`src/rtl/dmem_access_ctrl.sv`:
```
// dmem_access_ctrl: memory-stage initiator for the multi-cycle data memory.
// Decodes the memory operation, runs a req/ack handshake, returns valM and
// a final status code, and holds busy while the access is in flight.
// Optional feature macro: DMEM_TIMEOUT_EN (abort REQ after TIMEOUT cycles).
module dmem_access_ctrl #(
  parameter logic [63:0] ADDR_LIMIT = 64'd8191,
  parameter int unsigned TIMEOUT    = 15
) (
  input  logic        clk,
  input  logic        rst,
  input  logic        start,
  input  logic [3:0]  icode,
  input  logic [63:0] valA,
  input  logic [63:0] valE,
  input  logic [63:0] valP,
  input  logic        instr_valid,
  input  logic        imem_error,
  output logic        mem_req,
  output logic        mem_we,
  output logic [63:0] mem_addr,
  output logic [63:0] mem_wdata,
  input  logic        mem_ack,
  input  logic [63:0] mem_rdata,
  output logic [63:0] valM,
  output logic [2:0]  stat,
  output logic        busy,
  output logic        done
);

  typedef enum logic [1:0] {
    IDLE = 2'd0,
    REQ  = 2'd1,
    DONE = 2'd2
  } state_t;

  localparam logic [2:0] STAT_AOK = 3'd1;
  localparam logic [2:0] STAT_ADR = 3'd2;
  localparam logic [2:0] STAT_INS = 3'd3;
  localparam logic [2:0] STAT_HLT = 3'd4;

  // Status priority: halt, then address errors, then invalid instruction.
  function automatic logic [2:0] stat_f(input logic hlt, input logic adr, input logic inv);
    logic [2:0] s;
    if (hlt) begin
      s = STAT_HLT;
    end else if (adr) begin
      s = STAT_ADR;
    end else if (inv) begin
      s = STAT_INS;
    end else begin
      s = STAT_AOK;
    end
    return s;
  endfunction

  state_t      state_r;
  logic        mem_req_r;
  logic        mem_we_r;
  logic [63:0] mem_addr_r;
  logic [63:0] mem_wdata_r;
  logic [63:0] val_m_r;
  logic [2:0]  stat_r;
  logic        busy_r;
  logic        done_r;
  // Status inputs captured at start, used when a REQ access completes.
  logic        hlt_r;
  logic        imem_err_r;
  logic        inv_r;

  logic        dec_access_s;
  logic        dec_we_s;
  logic [63:0] dec_addr_s;
  logic [63:0] dec_wdata_s;
  logic        dec_adr_err_s;

`ifdef DMEM_TIMEOUT_EN
  localparam int unsigned CNT_W = (TIMEOUT < 16) ? 4 : $clog2(TIMEOUT + 1);
  localparam logic [CNT_W-1:0] CNT_LAST = CNT_W'(TIMEOUT - 1);
  logic [CNT_W-1:0] cnt_r;
`endif

  // Decode the current instruction's memory operation.
  always_comb begin
    dec_access_s = 1'b0;
    dec_we_s     = 1'b0;
    dec_addr_s   = 64'd0;
    dec_wdata_s  = 64'd0;
    case (icode)
      4'd4, 4'd10: begin
        dec_access_s = 1'b1;
        dec_we_s     = 1'b1;
        dec_addr_s   = valE;
        dec_wdata_s  = valA;
      end
      4'd8: begin
        dec_access_s = 1'b1;
        dec_we_s     = 1'b1;
        dec_addr_s   = valE;
        dec_wdata_s  = valP;
      end
      4'd5: begin
        dec_access_s = 1'b1;
        dec_addr_s   = valE;
      end
      4'd9, 4'd11: begin
        dec_access_s = 1'b1;
        dec_addr_s   = valA;
      end
      default: begin
        dec_access_s = 1'b0;
      end
    endcase
    // Full 64-bit unsigned compare: high address bits are never dropped.
    dec_adr_err_s = dec_access_s && (dec_addr_s > ADDR_LIMIT);
  end

  // Access FSM with all outputs registered.
  always_ff @(posedge clk) begin
    if (rst) begin
      state_r     <= IDLE;
      mem_req_r   <= 1'b0;
      mem_we_r    <= 1'b0;
      mem_addr_r  <= 64'd0;
      mem_wdata_r <= 64'd0;
      val_m_r     <= 64'd0;
      stat_r      <= STAT_AOK;
      busy_r      <= 1'b0;
      done_r      <= 1'b0;
      hlt_r       <= 1'b0;
      imem_err_r  <= 1'b0;
      inv_r       <= 1'b0;
`ifdef DMEM_TIMEOUT_EN
      cnt_r       <= '0;
`endif
    end else begin
      case (state_r)
        IDLE: begin
          done_r <= 1'b0;
          if (start) begin
            busy_r     <= 1'b1;
            hlt_r      <= (icode == 4'd0);
            imem_err_r <= imem_error;
            inv_r      <= ~instr_valid;
            if (dec_access_s && !dec_adr_err_s) begin
              state_r     <= REQ;
              mem_req_r   <= 1'b1;
              mem_we_r    <= dec_we_s;
              mem_addr_r  <= dec_addr_s;
              mem_wdata_r <= dec_wdata_s;
`ifdef DMEM_TIMEOUT_EN
              cnt_r       <= '0;
`endif
            end else begin
              // No access or out-of-range address: finish without a request.
              state_r <= DONE;
              done_r  <= 1'b1;
              stat_r  <= stat_f(icode == 4'd0, imem_error || dec_adr_err_s, ~instr_valid);
            end
          end else begin
            busy_r <= 1'b0;
          end
        end
        REQ: begin
          if (mem_ack) begin
            if (!mem_we_r) begin
              val_m_r <= mem_rdata;
            end else begin
              val_m_r <= val_m_r;
            end
            state_r   <= DONE;
            mem_req_r <= 1'b0;
            mem_we_r  <= 1'b0;
            done_r    <= 1'b1;
            stat_r    <= stat_f(hlt_r, imem_err_r, inv_r);
`ifdef DMEM_TIMEOUT_EN
          end else if (cnt_r == CNT_LAST) begin
            // Memory never answered: abandon the request as an address error.
            state_r   <= DONE;
            mem_req_r <= 1'b0;
            mem_we_r  <= 1'b0;
            done_r    <= 1'b1;
            stat_r    <= stat_f(hlt_r, 1'b1, inv_r);
          end else begin
            cnt_r <= cnt_r + CNT_W'(1'b1);
`else
          end else begin
            mem_req_r <= 1'b1;
`endif
          end
        end
        DONE: begin
          state_r <= IDLE;
          done_r  <= 1'b0;
          busy_r  <= 1'b0;
        end
        default: begin
          state_r   <= IDLE;
          mem_req_r <= 1'b0;
          mem_we_r  <= 1'b0;
          done_r    <= 1'b0;
          busy_r    <= 1'b0;
        end
      endcase
    end
  end

  assign mem_req   = mem_req_r;
  assign mem_we    = mem_we_r;
  assign mem_addr  = mem_addr_r;
  assign mem_wdata = mem_wdata_r;
  assign valM      = val_m_r;
  assign stat      = stat_r;
  assign busy      = busy_r;
  assign done      = done_r;

endmodule
```
`config.mk`:
```
export PLATFORM = sky130hd
export DESIGN_NAME = dmem_access_ctrl
export DESIGN_NICKNAME = d
export VERILOG_FILES = /design/src/rtl/dmem_access_ctrl.sv
export SDC_FILE = /design/constraint.sdc
export NUM_CORES = 1
export LEC_CHECK = 0
export CORE_AREA = 4 4 181 183
export CTS_CLUSTER_SIZE = 24
export DETAILED_ROUTE_END_ITERATION = 16
export DIE_AREA = 0 0 185 187
export HOLD_SLACK_MARGIN = 0.08
export PLACE_DENSITY = 0.7
export SYNTH_ARGS = -nofsm -noshare
export SYNTH_HDL_FRONTEND = slang
export SYNTH_SLANG_ARGS = --single-unit
```
`constraint.sdc`:
```
create_clock -name clk -period 5.3 [get_ports clk]
set_input_delay 1.06 -clock clk [delete_from_list [all_inputs] [get_ports clk]]
set_output_delay 1.06 -clock clk [all_outputs]
set_load 0.01 [all_outputs]
```
==> impl_metrics.json, run 1 <==
{
  "hold_path.class": "reg2reg",
  "most-common-layout-cells": "clkdlybuf4s50_1 (463), dfxtp_1 (204), nand2_1 (139)",
  "final_util": 0.434,
  "synth_nets": 1114,
  "run_status": "finished, final reports clean",
  "final_nets": 1548,
  "hold_end": "valM[42]$_SDFFE_PP0P_",
  "setup_repair_after_global_routing_missed_its_margin": "false",
  "cts.htree.levels": 1,
  "number_of_violations_reported_at_the_end_of_detailed_routing_iteration_0": 383,
  "row_count": 65,
  "numPortBuffers": 464,
  "antenna_violating_nets_post_route": 0,
  "initial_utilization": 0.252,
  "power.density_cell_area_nw_per_um2": 275,
  "finalCriticalPeriod_ns": 3.78,
  "placedInstanceArea_um2": 12800,
  "synth.ff_latch_count": 204,
  "placeableCoreArea_um2": 31200,
  "critPathRequiredTime_ns": 5.72,
  "later_pin_clock_latency_in_the_skew_report_ns": 0.51,
  "postSynth.topFlopCell": "dfxtp_1",
  "final_common_cell": "clkdlybuf4s50_1",
  "totalNegativeSetupSlack_ns": 0,
  "routed_wl_um": 30400,
  "cp_cell_sequence": "clkdlybuf4s50_1, nor4_1, nand4_1, o41ai_2, and4_4, buf_4, nor2_1, a211oi_1",
  "crit_path_end_kind": "flip-flop",
  "synth.cell_area_um2": 7880,
  "place_worst_setup_slack_ns": 0.995,
  "timing.hold.worst.start": "valM[42]$_SDFFE_PP0P_",
  "netlist-cell-type-count": 34,
  "cap_violations": 0,
  "power_leakage_uw": 0.00448,
  "clock_sinks": 204,
  "floorplan.die_area_um2": 34600,
  "hold_viol": 0,
  "synthCells": 848,
  "worst-r2r-cell-count": 6,
  "tightestPinTransition_ns": 0.877,
  "drive_above_1_share": 0.0903,
  "timing.final.crit_share": 0.714,
  "multi_input_comb_area_um2": 3460,
  "critPathSlowestCell": "and4_4",
  "ctsResizeCount": 0,
  "worst_path_maximum_fanout": 41,
  "final.setup_skew_ns": 0.00641,
  "area_delta_synth_final_pct": 72.1,
  "remaining_drc_errors": 0,
  "vias_per_cell": 4.64,
  "route.vias.total": 7885,
  "global_route.usage.total": 0.164,
  "number_of_flops_mapped_to_enable_cells_by_yosys": 0,
  "report.power.total_uw": 3720,
  "cts.path.max_buffers": 3,
  "dpl.hpwl_um": 23300,
  "reg2reg_slack_ns": 2.74,
  "sequential_cell_area_in_the_final_layout_um2": 4080,
  "worst_setup_path_start_kind": "input port",
  "vdd.ir_drop.worst_mv": 0.175,
  "seq_area_frac_synth": 0.518,
  "post_drt_wl_per_cell_um": 17.9,
  "layout.filler_cells": 3041,
  "postCtsSetupRepairBufs": 0,
  "cpPeakStageDelay_ns": 0.71,
  "die_height_um": 187,
  "first_global_vias": 7847,
  "place.gp.congestion": 0.955,
  "layout.cell_area.non_filler_um2": 13600,
  "iteration_count_of_the_initial_detailed_routing_pass": 8,
  "wire_length_of_the_first_global_routing_pass_um": 45100,
  "report.final.slew_viol_count": 0,
  "worst_r2r_startpoint": "state_r[0]$_SDFFE_PP0P_",
  "cts.hold.buffers_added": 0,
  "grt_max_degree": 91,
  "fin_ws_ns": 1.52,
  "finalSetupViolCount": 0,
  "max_slew_margin": 0.415,
  "critical_path_start_end_classification": "in2reg",
  "timing.critical_path.max_delay_family": "simple AND/OR/NAND/NOR gates",
  "antenna_found_initial": 1,
  "tritoncts_clock_tree": "built",
  "tritoncts.num_buffers": 24,
  "clk_pin_slew_worst_paths_ns": 0.06,
  "timing.critical_path.buf_inv": 2,
  "async_flop_share": 0,
  "die_w_um": 185,
  "grt_remaining_overflow": 0,
  "pin_count": 465,
  "hold-path-cell-count": 2,
  "cp.arrival_ns": 4.20,
  "timing.fmax_ghz": 0.264,
  "critical_path.reg2reg.endpoint": "valM[18]$_SDFFE_PP0P_",
  "average_cell_area_after_synthesis_um2": 9.29,
  "ys.warnings.count": 0,
  "ctsRootBufferMaster": "clkbuf_16"
}
==> cell families after synthesis <==
logic type | after synthesis | share of synthesized area
mux | 1 | 0.00127
compound gates | 241 | 0.247
simple gates | 327 | 0.187
flops | 204 | 0.518
buf+inv | 75 | 0.0464
==> report_power, final <==
group          internal (uW)  total, uW  switching, uW
logic                    320        558            238
registers               1580       1610           27.4
clock network            932       1550            623
==> area by class of cell <==
cell class,instances,area share
diodes,1,0.000185
inverters,3,0.000831
clock inverters,4,0.00351
clock buffers,35,0.0504
flip-flops and latches,204,0.301
multi-input cells,569,0.255
well taps,402,0.0371
repair buffers,480,0.352
==> cells in the mapped netlist (all sizes together), types with 2 or more instances <==
library cell	number	area, um2
a211oi	80	901
a21oi	71	355
a22oi	77	578
and2	54	338
buf	27	185
clkbuf	45	169
dfxtp	204	4080
inv	3	11.3
nand2	139	522
nand2b	3	18.8
nand3	2	10.0
nand4	4	25.0
nor2	87	327
nor2b	3	18.8
nor3	6	30.0
nor4	25	156
o21a	2	15.0
o21ai	5	28.8
o41ai	2	32.5
==> through the flow <==
stage / std cells / hold slack, ns
2_1_floorplan: 848 / 0.446
3_3_place_gp: 1658 / 0.441
3_5_place_dp: 1658 / 0.443
4_1_cts: 1697 / 0.453
5_1_grt: 1698 / 0.469
6_report: 1698 / 0.452
==> sequential cells by signal, indices dropped and copies added (netlist names), 2 cells and up <==
register,count
valM,64
stat,3
mem_addr,64
state_r,2
mem_wdata,64
==> worst register-to-register path, cell delays in order (launching register included) <==
cell and delay [ns]:
dfxtp_1 0.35, nor2b_1 0.44, and2_1 0.40, nor2b_4 0.72
buf_4 0.37, nand2_1 0.10, a21oi_1 0.12
==> metal layers <==
metal,track usage,share of wire,up-vias
met3,0.0434,0.074,53
met2,0.276,0.49,304
li1,-,-,3852
met4,0.0545,0.033,0
met1,0.203,0.41,3676
met5,0,0,-
==> worst max-delay path by stage <==
stage / from / to / slack (ns) / depth (start not counted)
after floorplan: valE[30] / mem_addr[12]$_SDFFE_PP0P_ / 2.52 / 8
after global placement: valA[54] / mem_wdata[6]$_SDFFE_PP0P_ / 1.03 / 8
after detailed placement: valA[54] / mem_addr[5]$_SDFFE_PP0P_ / 0.99 / 8
after CTS: valA[54] / mem_addr[5]$_SDFFE_PP0P_ / 1.53 / 8
after global routing: valA[54] / mem_wdata[6]$_SDFFE_PP0P_ / 1.31 / 8
final: valA[54] / mem_wdata[11]$_SDFFE_PP0P_ / 1.52 / 8
Power figures use the tool's default switching activity.
==> inputs of run 2 (changes only) <==
==> config.mk (replaced) <==
export PLATFORM = sky130hd
export DESIGN_NAME = dmem_access_ctrl
export DESIGN_NICKNAME = d
export VERILOG_FILES = /design/src/rtl/dmem_access_ctrl.sv
export SDC_FILE = /design/constraint.sdc
export NUM_CORES = 1
export LEC_CHECK = 0
export CORE_AREA = 4 4 177 179
export CTS_CLUSTER_SIZE = 24
export DETAILED_ROUTE_END_ITERATION = 16
export DIE_AREA = 0 0 181 183
export HOLD_SLACK_MARGIN = 0.08
export PLACE_DENSITY = 0.74
export SYNTH_ARGS = -nofsm -noshare
export SYNTH_HDL_FRONTEND = slang
export SYNTH_SLANG_ARGS = --single-unit
==> constraint.sdc (replaced) <==
create_clock -name clk -period 3.32 [get_ports clk]
set_input_delay 0.664 -clock clk [delete_from_list [all_inputs] [get_ports clk]]
set_output_delay 0.664 -clock clk [all_outputs]
set_load 0.01 [all_outputs]
==> run 2 against run 1 <==
Combinational power increased by 64%. Total power increased by 60%. Largest cell class unchanged. Wire length increased by 4.2%. Critical path depth unchanged. Via count increased by 1.1%. Largest power group unchanged.
==> impl_metrics.json, run 2 (synthesis results as in run 1) <==
{
  "initial_utilization": 0.266,
  "grt_max_degree": 76,
  "antenna_found_initial": 1,
  "ctsRootBufferMaster": "clkbuf_16",
  "pin_count": 465,
  "cts.htree.levels": 1,
  "power.density_cell_area_nw_per_um2": 435,
  "layout.filler_cells": 2811,
  "dpl.hpwl_um": 24300,
  "final_nets": 1554,
  "critical_path_start_end_classification": "in2reg",
  "reg2reg_slack_ns": 0.90,
  "worst_setup_path_start_kind": "input port",
  "hold_slack_ns": 0.451,
  "place_worst_setup_slack_ns": 0.0420,
  "worst_r2r_startpoint": "state_r[0]$_SDFFE_PP0P_",
  "critPathSlowestCell": "o41ai_2",
  "final.setup_skew_ns": 0.0313,
  "remaining_drc_errors": 0,
  "tritoncts_clock_tree": "built",
  "iteration_count_of_the_initial_detailed_routing_pass": 5,
  "critical_path.reg2reg.endpoint": "valM[43]$_SDFFE_PP0P_",
  "postCtsSetupRepairBufs": 0,
  "tritoncts.num_buffers": 24,
  "timing.hold.worst.start": "valM[19]$_SDFFE_PP0P_",
  "post_drt_wl_per_cell_um": 18.7,
  "hold_end": "valM[19]$_SDFFE_PP0P_",
  "later_pin_clock_latency_in_the_skew_report_ns": 0.53,
  "number_of_violations_reported_at_the_end_of_detailed_routing_iteration_0": 386,
  "p_sw_frac": 0.248,
  "hold-path-cell-count": 2,
  "timing.critical_path.max_delay_family": "simple AND/OR/NAND/NOR gates",
  "cts.hold.buffers_added": 0,
  "global_route.usage.total": 0.179,
  "report.final.slew_viol_count": 0,
  "die_w_um": 181,
  "cp.arrival_ns": 3.14,
  "critPathRequiredTime_ns": 3.74,
  "row_count": 63,
  "vias_per_cell": 4.71,
  "ctsResizeCount": 0,
  "die_height_um": 183,
  "drive_above_1_share": 0.0983,
  "antenna_violating_nets_post_route": 0,
  "vdd.ir_drop.worst_mv": 0.340,
  "floorplan.die_area_um2": 33100,
  "timing.fmax_ghz": 0.368,
  "place.gp.congestion": 0.939,
  "crit_path_end_kind": "flip-flop",
  "worst-r2r-cell-count": 6,
  "p_seq_frac": 0.433,
  "max_slew_margin": 0.448,
  "power.share.clock": 0.414,
  "final_util": 0.462,
  "worst_path_maximum_fanout": 18,
  "finalCriticalPeriod_ns": 2.72,
  "routed_wl_um": 31700,
  "timing.final.crit_share": 0.820,
  "power.combinational.fraction": 0.154,
  "fin_ws_ns": 0.599,
  "cts.path.max_buffers": 3,
  "clk_pin_slew_worst_paths_ns": 0.06,
  "cpPeakStageDelay_ns": 0.49,
  "most-common-layout-cells": "clkdlybuf4s50_1 (463), dfxtp_1 (204), nand2_1 (139)",
  "run_status": "finished, final reports clean",
  "route.vias.total": 7973,
  "grt_remaining_overflow": 0,
  "placeableCoreArea_um2": 29600,
  "clock_sinks": 204,
  "totalNegativeSetupSlack_ns": 0,
  "wire_length_of_the_first_global_routing_pass_um": 47500,
  "numPortBuffers": 464,
  "cap_violations": 0,
  "num_antenna_cells": 0,
  "area_delta_synth_final_pct": 73.2,
  "final_common_cell": "clkdlybuf4s50_1",
  "cp_cell_sequence": "clkdlybuf4s50_1, nor4_1, nand4_1, o41ai_2, and4_4, buf_4, nor2_1, a211oi_1",
  "hold_viol": 0,
  "tightestPinTransition_ns": 0.828,
  "setup_repair_after_global_routing_missed_its_margin": "false",
  "hold_path.class": "reg2reg",
  "finalSetupViolCount": 0,
  "timing.critical_path.buf_inv": 2,
  "power_switching_uw": 1470,
  "p_int_uw": 4470,
  "power_leakage_uw": 0.00453,
  "first_global_vias": 8284
}
## run 2: metal layers
layer / GRT usage / vias up / part of all wire
met5: 0 / - / 0.00041
met4: 0.0645 / 2 / 0.040
met3: 0.0551 / 69 / 0.078
met2: 0.309 / 332 / 0.48
met1: 0.213 / 3692 / 0.40
li1: - / 3878 / -
## run 2: power groups by stage
stage,clock network (uW),registers (uW),logic [uW]
after floorplan,0,2650,293
after global placement,0,2620,905
after detailed placement,0,2620,915
after CTS,2560,2570,920
after global routing,2640,2580,979
final,2460,2570,913
## run 2: worst reg2reg max path, cell delays in order, from the launching register on
cell and delay, ns:
dfxtp_1 0.35, nor2b_1 0.45, and2_1 0.40, nand2b_2 0.52, buf_4 0.42, nand2_1 0.09
a21oi_1 0.06
## run 2: worst max-delay path by stage
stage / startpoint / end / slack [ns] / cells past startpoint
3_3_place_gp: valA[21] / mem_addr[12]$_SDFFE_PP0P_ / 0.16 / 8
2_1_floorplan: valE[30] / mem_addr[12]$_SDFFE_PP0P_ / 0.94 / 8
4_1_cts: valA[21] / mem_addr[12]$_SDFFE_PP0P_ / 0.61 / 8
5_1_grt: valA[47] / mem_wdata[12]$_SDFFE_PP0P_ / 0.45 / 8
3_5_place_dp: valA[21] / mem_wdata[9]$_SDFFE_PP0P_ / 0.04 / 8
6_report: valA[21] / mem_addr[12]$_SDFFE_PP0P_ / 0.60 / 8
## run 2: layout make-up
cell class	instances	area (um2)	share of cell area
multi-input cells	569	3460	0.254
clock buffers	32	671	0.0492
clock inverters	8	57.6	0.00422
inverters	3	11.3	0.000825
repair buffers	486	4870	0.357
flip-flops and latches	204	4080	0.299
well taps	390	488	0.0358
## run 2: metrics by stage
step / instances / area (um2) / power (uW)
detailed placement: 1652 / 12900 / 3540
finish: 1692 / 13600 / 5940
floorplan: 848 / 7880 / 2950
global placement: 1652 / 12900 / 3530
global route: 1692 / 13600 / 6200
CTS: 1692 / 13600 / 6050
==> inputs of run 3 (changes only) <==
==> constraint.sdc (replaced) <==
create_clock -name clk -period 2.45 [get_ports clk]
set_input_delay 0.49 -clock clk [delete_from_list [all_inputs] [get_ports clk]]
set_output_delay 0.49 -clock clk [all_outputs]
set_load 0.01 [all_outputs]
==> run 3 against run 2 <==
Final area increased by 6.7%. Largest power group is now the clock network. First-iteration DRC count increased by 2.3%. Wire length increased by 5.4%. Largest cell class unchanged. Sequential share of layout area decreased by 1.9 points. Hold slack got worse by 0.031 ns.
==> impl_metrics.json, run 3 (synthesis results as in run 1) <==
{
  "place.gp.congestion": 0.939,
  "cap_violations": 0,
  "antenna_found_initial": 0,
  "finalCriticalPeriod_ns": 2.45,
  "route.vias.total": 8397,
  "row_count": 63,
  "clock_sinks": 204,
  "first_global_vias": 8516,
  "cts.path.max_buffers": 3,
  "final_common_cell": "clkdlybuf4s50_1",
  "cp.arrival_ns": 2.83,
  "finalSetupViolCount": 0,
  "die_w_um": 181,
  "wire_length_of_the_first_global_routing_pass_um": 48600,
  "ctsRootBufferMaster": "clkbuf_16",
  "antenna_violating_nets_post_route": 0,
  "grt_max_degree": 65,
  "crit_path_end_kind": "flip-flop",
  "num_antenna_cells": 0,
  "initial_utilization": 0.266,
  "iteration_count_of_the_initial_detailed_routing_pass": 5,
  "placedInstanceArea_um2": 13400,
  "place_worst_setup_slack_ns": -0.663,
  "hold_viol": 0,
  "later_pin_clock_latency_in_the_skew_report_ns": 0.52,
  "layout.cell_area.non_filler_um2": 14600,
  "timing.fmax_ghz": 0.409,
  "report.power.total_uw": 8370,
  "power_leakage_uw": 0.00515,
  "floorplan.die_area_um2": 33100,
  "cts.htree.levels": 1,
  "global_route.usage.total": 0.183,
  "cts.hold.buffers_added": 0,
  "most-common-layout-cells": "clkdlybuf4s50_1 (442), dfxtp_1 (204), nand2_1 (139)",
  "vdd.ir_drop.worst_mv": 0.601,
  "tritoncts.num_buffers": 23,
  "drive_above_1_share": 0.153,
  "area_delta_synth_final_pct": 84.8,
  "layout.filler_cells": 2668,
  "tightestPinTransition_ns": 0.498,
  "fin_ws_ns": 0.00328,
  "run_status": "finished, final reports clean",
  "tritoncts_clock_tree": "built",
  "numPortBuffers": 464,
  "critPathRequiredTime_ns": 2.83,
  "worst_path_maximum_fanout": 7,
  "critical_path_start_end_classification": "in2reg",
  "die_height_um": 183,
  "remaining_drc_errors": 0,
  "pin_count": 465,
  "power.density_cell_area_nw_per_um2": 575,
  "max_slew_margin": 0.668,
  "totalNegativeSetupSlack_ns": 0,
  "final_nets": 1619,
  "timing.final.crit_share": 0.999,
  "vias_per_cell": 4.77,
  "placeableCoreArea_um2": 29600,
  "worst_setup_path_start_kind": "input port",
  "routed_wl_um": 33400,
  "final.setup_skew_ns": 0.0207,
  "hold_path.class": "in2reg",
  "post_drt_wl_per_cell_um": 19.0,
  "number_of_violations_reported_at_the_end_of_detailed_routing_iteration_0": 395,
  "dpl.hpwl_um": 24700,
  "grt_remaining_overflow": 0,
  "report.final.slew_viol_count": 0,
  "clk_pin_slew_worst_paths_ns": 0.06
}
[run 3: cell count changes in the layout (fill, tap and decap cells not counted), moves of 3 or more]
cell	previous run	this run
buf_4	17	64
clkdlybuf4s50_1	463	442
dlymetal6s2s_1	0	21
nor4_1	25	12
nor4_2	0	13
buf_12	5	15
buf_6	1	4
[run 3: layer usage]
metal / track usage / wire, um
met1: 0.218 / 13100
met2: 0.321 / 16600
met3: 0.0508 / 2480
met4: 0.0633 / 1210
met5: 0 / 0
[run 3: metrics by stage]
stage | instances | util | hold WS [ns]
after global placement | 1708 | 0.455 | 0.441
final | 1760 | 0.492 | 0.420
after CTS | 1752 | 0.482 | 0.403
after detailed placement | 1708 | 0.455 | 0.443
after global routing | 1760 | 0.492 | 0.421
after floorplan | 848 | - | 0.446
[run 3: path summary, 6_finish.rpt]
check             slack, ns                    start                         end  cells past startpoint
setup / recovery      0.003                 valA[14]  mem_wdata[14]$_SDFFE_PP0P_                     10
setup reg to reg       0.74  state_r[0]$_SDFFE_PP0P_       valM[16]$_SDFFE_PP0P_                      6
hold / removal         0.42                      rst  mem_wdata[15]$_SDFFE_PP0P_                      2
hold reg to reg        0.45    valM[61]$_SDFFE_PP0P_       valM[61]$_SDFFE_PP0P_                      2
[run 3: critical path, stage by stage]
cell and delay [ns]:
clkdlybuf4s50_1 0.43, nor4_1 0.29, nand3_1 0.26, o41ai_4 0.39, and4_4 0.33, buf_12 0.15
buf_12 0.14, buf_12 0.11, buf_6 0.15, a211oi_1 0.08
[run 3: repair_timing]
| action | 4_1_cts | 5_1_grt |
|---|---|---|
| setup buffers | 2 | 4 |
| pin swaps | 3 | 22 |
| gates cloned | 0 | 4 |
| setup endpoints to repair | 98 | 101 |
| gates resized for setup | 2 | 44 |
[run 3: where the power goes]
group / leakage, uW / internal, uW / switching, uW
sequential: 0.00165 / 3420 / 58.9
clock: 0.000377 / 2090 / 1420
combinational: 0.00312 / 808 / 569
total: 0.00515 / 6320 / 2050
[run 3: cell type report]
type | instances | area, um2 | area share
sequential | 204 | 4080 | 0.281
inverter | 3 | 11.3 | 0.000774
tap | 390 | 488 | 0.0335
multi-input combinational | 569 | 3560 | 0.244
clock buffer | 32 | 659 | 0.0453
clock inverter | 10 | 109 | 0.00748
timing repair buffer | 552 | 5650 | 0.388
